$ cat config.mk
export PLATFORM = sky130hd
export DESIGN_NAME = dispense_sequencer
export DESIGN_NICKNAME = d
export VERILOG_FILES = /design/src/rtl/vend_pkg.sv /design/src/rtl/rr_arbiter3.sv /design/src/rtl/dispense_sequencer.sv
export SDC_FILE = /design/constraint.sdc
export NUM_CORES = 1
export LEC_CHECK = 0
export CAP_MARGIN = 40
export CORE_MARGIN = 3
export CORE_UTILIZATION = 44
export CTS_CLUSTER_SIZE = 25
export DETAILED_ROUTE_END_ITERATION = 10
export DONT_BUFFER_PORTS = 1
export PLACE_DENSITY = 0.63
export SKIP_CTS_REPAIR_TIMING = 1
export SLEW_MARGIN = 20
export SYNTH_ARGS = -nofsm -noshare
export SYNTH_HDL_FRONTEND = slang
export SYNTH_HIERARCHICAL = 1
export SYNTH_SLANG_ARGS = --single-unit
$ cat constraint.sdc
create_clock -name clock -period 3.4 [get_ports clock]
set_clock_uncertainty 0.1 [all_clocks]
set_input_delay 0.68 -clock clock [delete_from_list [all_inputs] [get_ports clock]]
set_output_delay 0.68 -clock clock [all_outputs]
set_load 0.03 [all_outputs]
$ cat src/rtl/vend_pkg.sv
// Shared constants and types for the dispenser sequencer.
package vend_pkg;

   localparam logic [1:0] POS_CLOSED = 2'b00;
   localparam logic [1:0] POS_OPEN   = 2'b01;
   localparam logic [1:0] GRANT_NONE = 2'd3;

   typedef enum logic [1:0] {
      IDLE  = 2'd0,
      OPEN  = 2'd1,
      CLOSE = 2'd2
   } state_t;

   // Next requester index in round-robin order 0 -> 1 -> 2 -> 0.
   function automatic logic [1:0] rr_next(input logic [1:0] idx);
      return (idx >= 2'd2) ? 2'd0 : idx + 2'd1;
   endfunction

endpackage

$ cat src/rtl/rr_arbiter3.sv
// Three-way round-robin arbiter; search starts one past the last winner.
module rr_arbiter3
   import vend_pkg::*;
(
   input  logic [2:0] pending,
   input  logic [1:0] rr_ptr,
   output logic [1:0] winner,
   output logic       valid
);

   logic [1:0] idx;

   // Walk the three requesters starting after rr_ptr and keep the first pending one.
   always_comb begin
      winner = GRANT_NONE;
      valid  = 1'b0;
      idx    = rr_next(rr_ptr);
      for (int i = 0; i < 3; i++) begin
         if (!valid && pending[idx]) begin
            winner = idx;
            valid  = 1'b1;
         end
         idx = rr_next(idx);
      end
   end

endmodule

$ cat src/rtl/dispense_sequencer.sv
// Serialises item and change dispenses so only one servo moves at a time.
// Change requests repeat nickel ejects until the credit owner reports zero.
module dispense_sequencer
   import vend_pkg::*;
#(
   parameter int HOLD_CYCLES   = 50_000_000,
   parameter int SETTLE_CYCLES = 25_000_000,
   parameter int CNT_W         = 27
) (
   input  logic       clock,
   input  logic       reset,
   input  logic       req_item0,
   input  logic       req_item1,
   input  logic       req_change,
   input  logic       credit_nonzero,
   output logic       coin_out,
   output logic [1:0] motor_position0,
   output logic [1:0] motor_position1,
   output logic [1:0] motor_position2,
   output logic [1:0] grant,
   output logic       busy
);

   localparam logic [CNT_W-1:0] HOLD_LAST   = CNT_W'(HOLD_CYCLES - 1);
   localparam logic [CNT_W-1:0] SETTLE_LAST = CNT_W'(SETTLE_CYCLES - 1);

   state_t           state;
   logic [CNT_W-1:0] timer;
   logic [2:0]       pending;
   logic [2:0]       req_vec;
   logic [2:0]       grant_clear;
   logic [1:0]       rr_ptr;
   logic [1:0]       winner;
   logic             win_valid;

   assign req_vec = {req_change, req_item1, req_item0};

   rr_arbiter3 u_arb (
      .pending (pending),
      .rr_ptr  (rr_ptr),
      .winner  (winner),
      .valid   (win_valid)
   );

   // A pending bit is consumed only when the arbiter picks it in IDLE.
   always_comb begin
      grant_clear = 3'b000;
      if (state == IDLE && win_valid) begin
         grant_clear[winner] = 1'b1;
      end
   end

   // Pending bits: a new pulse in the same cycle as the grant keeps the bit set.
   always_ff @(posedge clock or posedge reset) begin
      if (reset) begin
         pending <= 3'b000;
      end else begin
         pending <= (pending & ~grant_clear) | req_vec;
      end
   end

   // Sequencer FSM with shared timer and all registered outputs.
   always_ff @(posedge clock or posedge reset) begin
      if (reset) begin
         state           <= IDLE;
         timer           <= '0;
         rr_ptr          <= 2'd2;
         grant           <= GRANT_NONE;
         busy            <= 1'b0;
         coin_out        <= 1'b0;
         motor_position0 <= POS_CLOSED;
         motor_position1 <= POS_CLOSED;
         motor_position2 <= POS_CLOSED;
      end else begin
         coin_out <= 1'b0;
         case (state)
            IDLE: begin
               if (win_valid) begin
                  rr_ptr <= winner;
                  // Change with no credit left is simply dropped.
                  if (winner != 2'd2 || credit_nonzero) begin
                     state           <= OPEN;
                     timer           <= '0;
                     grant           <= winner;
                     busy            <= 1'b1;
                     motor_position0 <= (winner == 2'd0) ? POS_OPEN : POS_CLOSED;
                     motor_position1 <= (winner == 2'd1) ? POS_OPEN : POS_CLOSED;
                     motor_position2 <= (winner == 2'd2) ? POS_OPEN : POS_CLOSED;
                  end
               end
            end
            OPEN: begin
               if (timer == HOLD_LAST) begin
                  state           <= CLOSE;
                  timer           <= '0;
                  motor_position0 <= POS_CLOSED;
                  motor_position1 <= POS_CLOSED;
                  motor_position2 <= POS_CLOSED;
                  if (grant == 2'd2) begin
                     coin_out <= 1'b1;
                  end
               end else begin
                  timer <= timer + 1'b1;
               end
            end
            CLOSE: begin
               if (timer == SETTLE_LAST) begin
                  timer <= '0;
                  if (grant == 2'd2 && credit_nonzero) begin
                     state           <= OPEN;
                     motor_position2 <= POS_OPEN;
                  end else begin
                     state <= IDLE;
                     grant <= GRANT_NONE;
                     busy  <= 1'b0;
                  end
               end else begin
                  timer <= timer + 1'b1;
               end
            end
            default: begin
               state           <= IDLE;
               timer           <= '0;
               grant           <= GRANT_NONE;
               busy            <= 1'b0;
               motor_position0 <= POS_CLOSED;
               motor_position1 <= POS_CLOSED;
               motor_position2 <= POS_CLOSED;
            end
         endcase
      end
   end

endmodule

==> impl_results.md <==
* Crit Path Max Fanout at 6
* CP cell instances: nand2b_4 -> a21o_1 -> o21ai_0 -> nor4bb_1 -> or4b_1 -> or2_4 -> or4_4 -> a22oi_2
* Max Cap Violations at 0
* Avg Cell Area, Syn at 9.257 um^2
* Crit path largest cell delay at 660 ps
* Area grow syn2layout at 10.10%
* Initial Utilization at 0.4642
* DR iter-0 viols at 74
* Worst path arrival time at 2910 ps
* Largest net degree at the start of global routing at 18
* Final hold viol count at 0
* IO Port Bufs at 0
* Placed cell areas at 2544 um^2
* Worst-Margin Slew at 516.6 ps
* # nets final at 279
* Placer congestion estimate at 0.8410
* Critical Path Start: rr_ptr[1]
* CTS tree: yes
* Pre-CTS setup slack at 610.1 ps
* Mapped Area at 2416 um^2
* DIE AREA at 6416 um^2
* WL/cell at 15.83 um
* Clock sinks at 41
* Total detailed-routing wirelength at 5365 um
* Number of synthesized flops with an enable pin at 0
* Chip width at 80.10 um
* Syn Inst Count at 261
* Clk buf depth at 2
* Ys async rst share at 1.000
* Vias per cell at 5.826
* PD cells at 650.2 nW/um^2
* Fmax at 0.3580 GHz
* Worst EP required at 3520 ps
* Pins Over Slew Limit at 0
* CP bufs+invs at 0
* Worst min-delay path class: in2async
* Top Ports at 16
* Largest delay share family, worst path: simple AND/OR/NAND/NOR gates
* Drt first pass iters at 4
* Util after Layout at 0.5111
* CP Class: reg2reg
* Register bit total from synthesis at 41
* TritonCTS Buffers at 5
* Seq/Total Area, Yosys at 0.4262
* Die Y at 80.10 um
* Layout cells sized above 1 at 0.1338
* Reg clk slew, reported paths at 80 ps
* Lkg Pwr at 0.001044 uW
* Min setup slack post-route at 606.3 ps
* First-pass GRT wire length at 9515 um
* H-Tree Depth at 2
* Count of different cell masters after synthesis at 54
* Via Count at 1,975
* Final setup TNS at 0 ps
* RR Startpoint: rr_ptr[1]
* Setup-failing EPs final at 0
* Post-route ant nets at 0
* Crit path launch type: register
* Residual DRC at 0
* Worst relative slew slack at 0.6535
* Crit end category: register
* Peak VDD IR at 0.4352 mV
* Overflow after GRT at 0
* Worst reg2reg endpoint: timer[25]
* RSZ-0062 raised after global routing: false
* DP HPWL at 3950 um
* Synth Warn # at 6
* Status: complete, no violations
* Vias in the first global route at 1,974
* Design area at 2660 um^2
* Core outline area at 5205 um^2
* Number of fill cells in the layout at 501
* Minimum clock period at 2794 ps
* Clk_lat worst skew at 290 ps
* Period utilisation layout at 0.8217
* Diode count at 0
* Commonest register cell after synthesis: dfrtp_1
* CTS Root Cell: clkbuf_8
* # rows at 26
* Initial antenna violation count at 0
* FF-to-FF setup slack at 610 ps
* GRT Total Usage at 0.1887
* CP max-delay cell: or4b_1
* Reg2Reg Depth at 8
## placed cells by master (no fill, tap or decap), drive strengths merged, types with 8 or more instances in the layout
cell type	n
buf	14
nand3	9
nor3	13
a21oi	15
xnor2	10
inv	8
nand2	31
o21ai	10
nand4	11
dfrtp	38
o211ai	9
## worst max-delay path by stage
stage / slack [ps] / cells after the start / endpoint
3_5_place_dp: 610 / 8 / timer[25]
3_3_place_gp: 660 / 8 / timer[25]
4_1_cts: 590 / 8 / timer[25]
6_report: 610 / 8 / timer[25]
5_1_grt: 470 / 8 / timer[23]
2_1_floorplan: 580 / 9 / timer[25]
## state kept, by name, indices dropped and copies added (netlist names), 2 cells and up
register  flops
grant         2
state         2
rr_ptr        2
timer        27
pending       3
## worst reg2reg max path: stages, from the launching register on
cell      delay (ps)
dfstp_2          560
nand2b_4         120
a21o_1           100
o21ai_0           90
nor4bb_1         150
or4b_1           660
or2_4            300
or4_4            510
a22oi_2          140
## logic make-up after synthesis
group | Yosys count | share of synthesized area
AOI/OAI and AO/OA | 54 | 0.1466
xor gates and xnor gates | 14 | 0.05075
DFF | 41 | 0.4262
other | 1 | 0.001552
muxes | 7 | 0.03211
and+or+nand+nor | 114 | 0.2698
adders and majority gates | 5 | 0.02589
buffers and inverters | 25 | 0.04713
## stage by stage
| stage | cells | total power (uW) | hold WS (ps) |
|---|---|---|---|
| 2_1_floorplan | 263 | 1140 | 379.3 |
| 3_3_place_gp | 330 | 1319 | 390.0 |
| 3_5_place_dp | 331 | 1325 | 394.6 |
| 4_1_cts | 339 | 1739 | 145.3 |
| 5_1_grt | 339 | 1853 | 143.0 |
| 6_report | 339 | 1730 | 137.0 |
## report_power, final
part           internal (uW)  total (uW)  switching [uW]
logic                    276         635             359
registers                572         687             115
clock network            240         408             168
total                   1090        1730             642
## layer usage
metal | global-route usage | part of all wire | vias to the layer above
met3 | 0.04821 | 0.035 | 5
li1 | - | - | 963
met2 | 0.2798 | 0.45 | 42
met1 | 0.2779 | 0.50 | 965
met4 | 0.03885 | 0.0076 | 0
met5 | 0 | 0 | -
## area by class of cell
type	count	area [um^2]	share of cell area
Timing Repair Buffer	14	112.6	0.04233
Clock buffer	7	86.33	0.03246
Sequential cell	41	1030	0.3871
Multi-Input combinational cell	197	1280	0.4812
Clock inverter	1	30.03	0.01129
Inverter	9	33.78	0.01270
Tap cell	70	87.58	0.03293
## cell usage after synthesis, types with 2 or more instances
cell      count  area share
nand4_1      11       0.028
and2_1        3      0.0078
or4_1         2      0.0062
dfrtp_1      38        0.39
a22oi_1       3      0.0093
o31ai_1       3      0.0093
o211ai_1      9       0.028
nand2_1      31       0.048
mux2_2        6       0.028
nand2b_1      3      0.0078
nor4bb_1      2      0.0083
nand3_1       9       0.019
a21o_1        2      0.0062
nor4_1        4       0.010
and3_1        3      0.0078
and4_1        3       0.011
a21oi_1      15       0.031
o221ai_1      2      0.0073
clkbuf_1      8       0.012
nor2_1        6      0.0093
a31oi_1       2      0.0052
dfstp_2       3       0.033
xor2_1        4       0.014
buf_2         4      0.0083
or3_1         7       0.018
nor2b_1       3      0.0078
o21ai_0       9       0.019
buf_4         4       0.012
nor3b_1       4       0.012
xnor2_1      10       0.036
ha_1          5       0.026
nor3_1       13       0.027
inv_1         9       0.014
No activity file was read; power rests on OpenSTA's default activity.
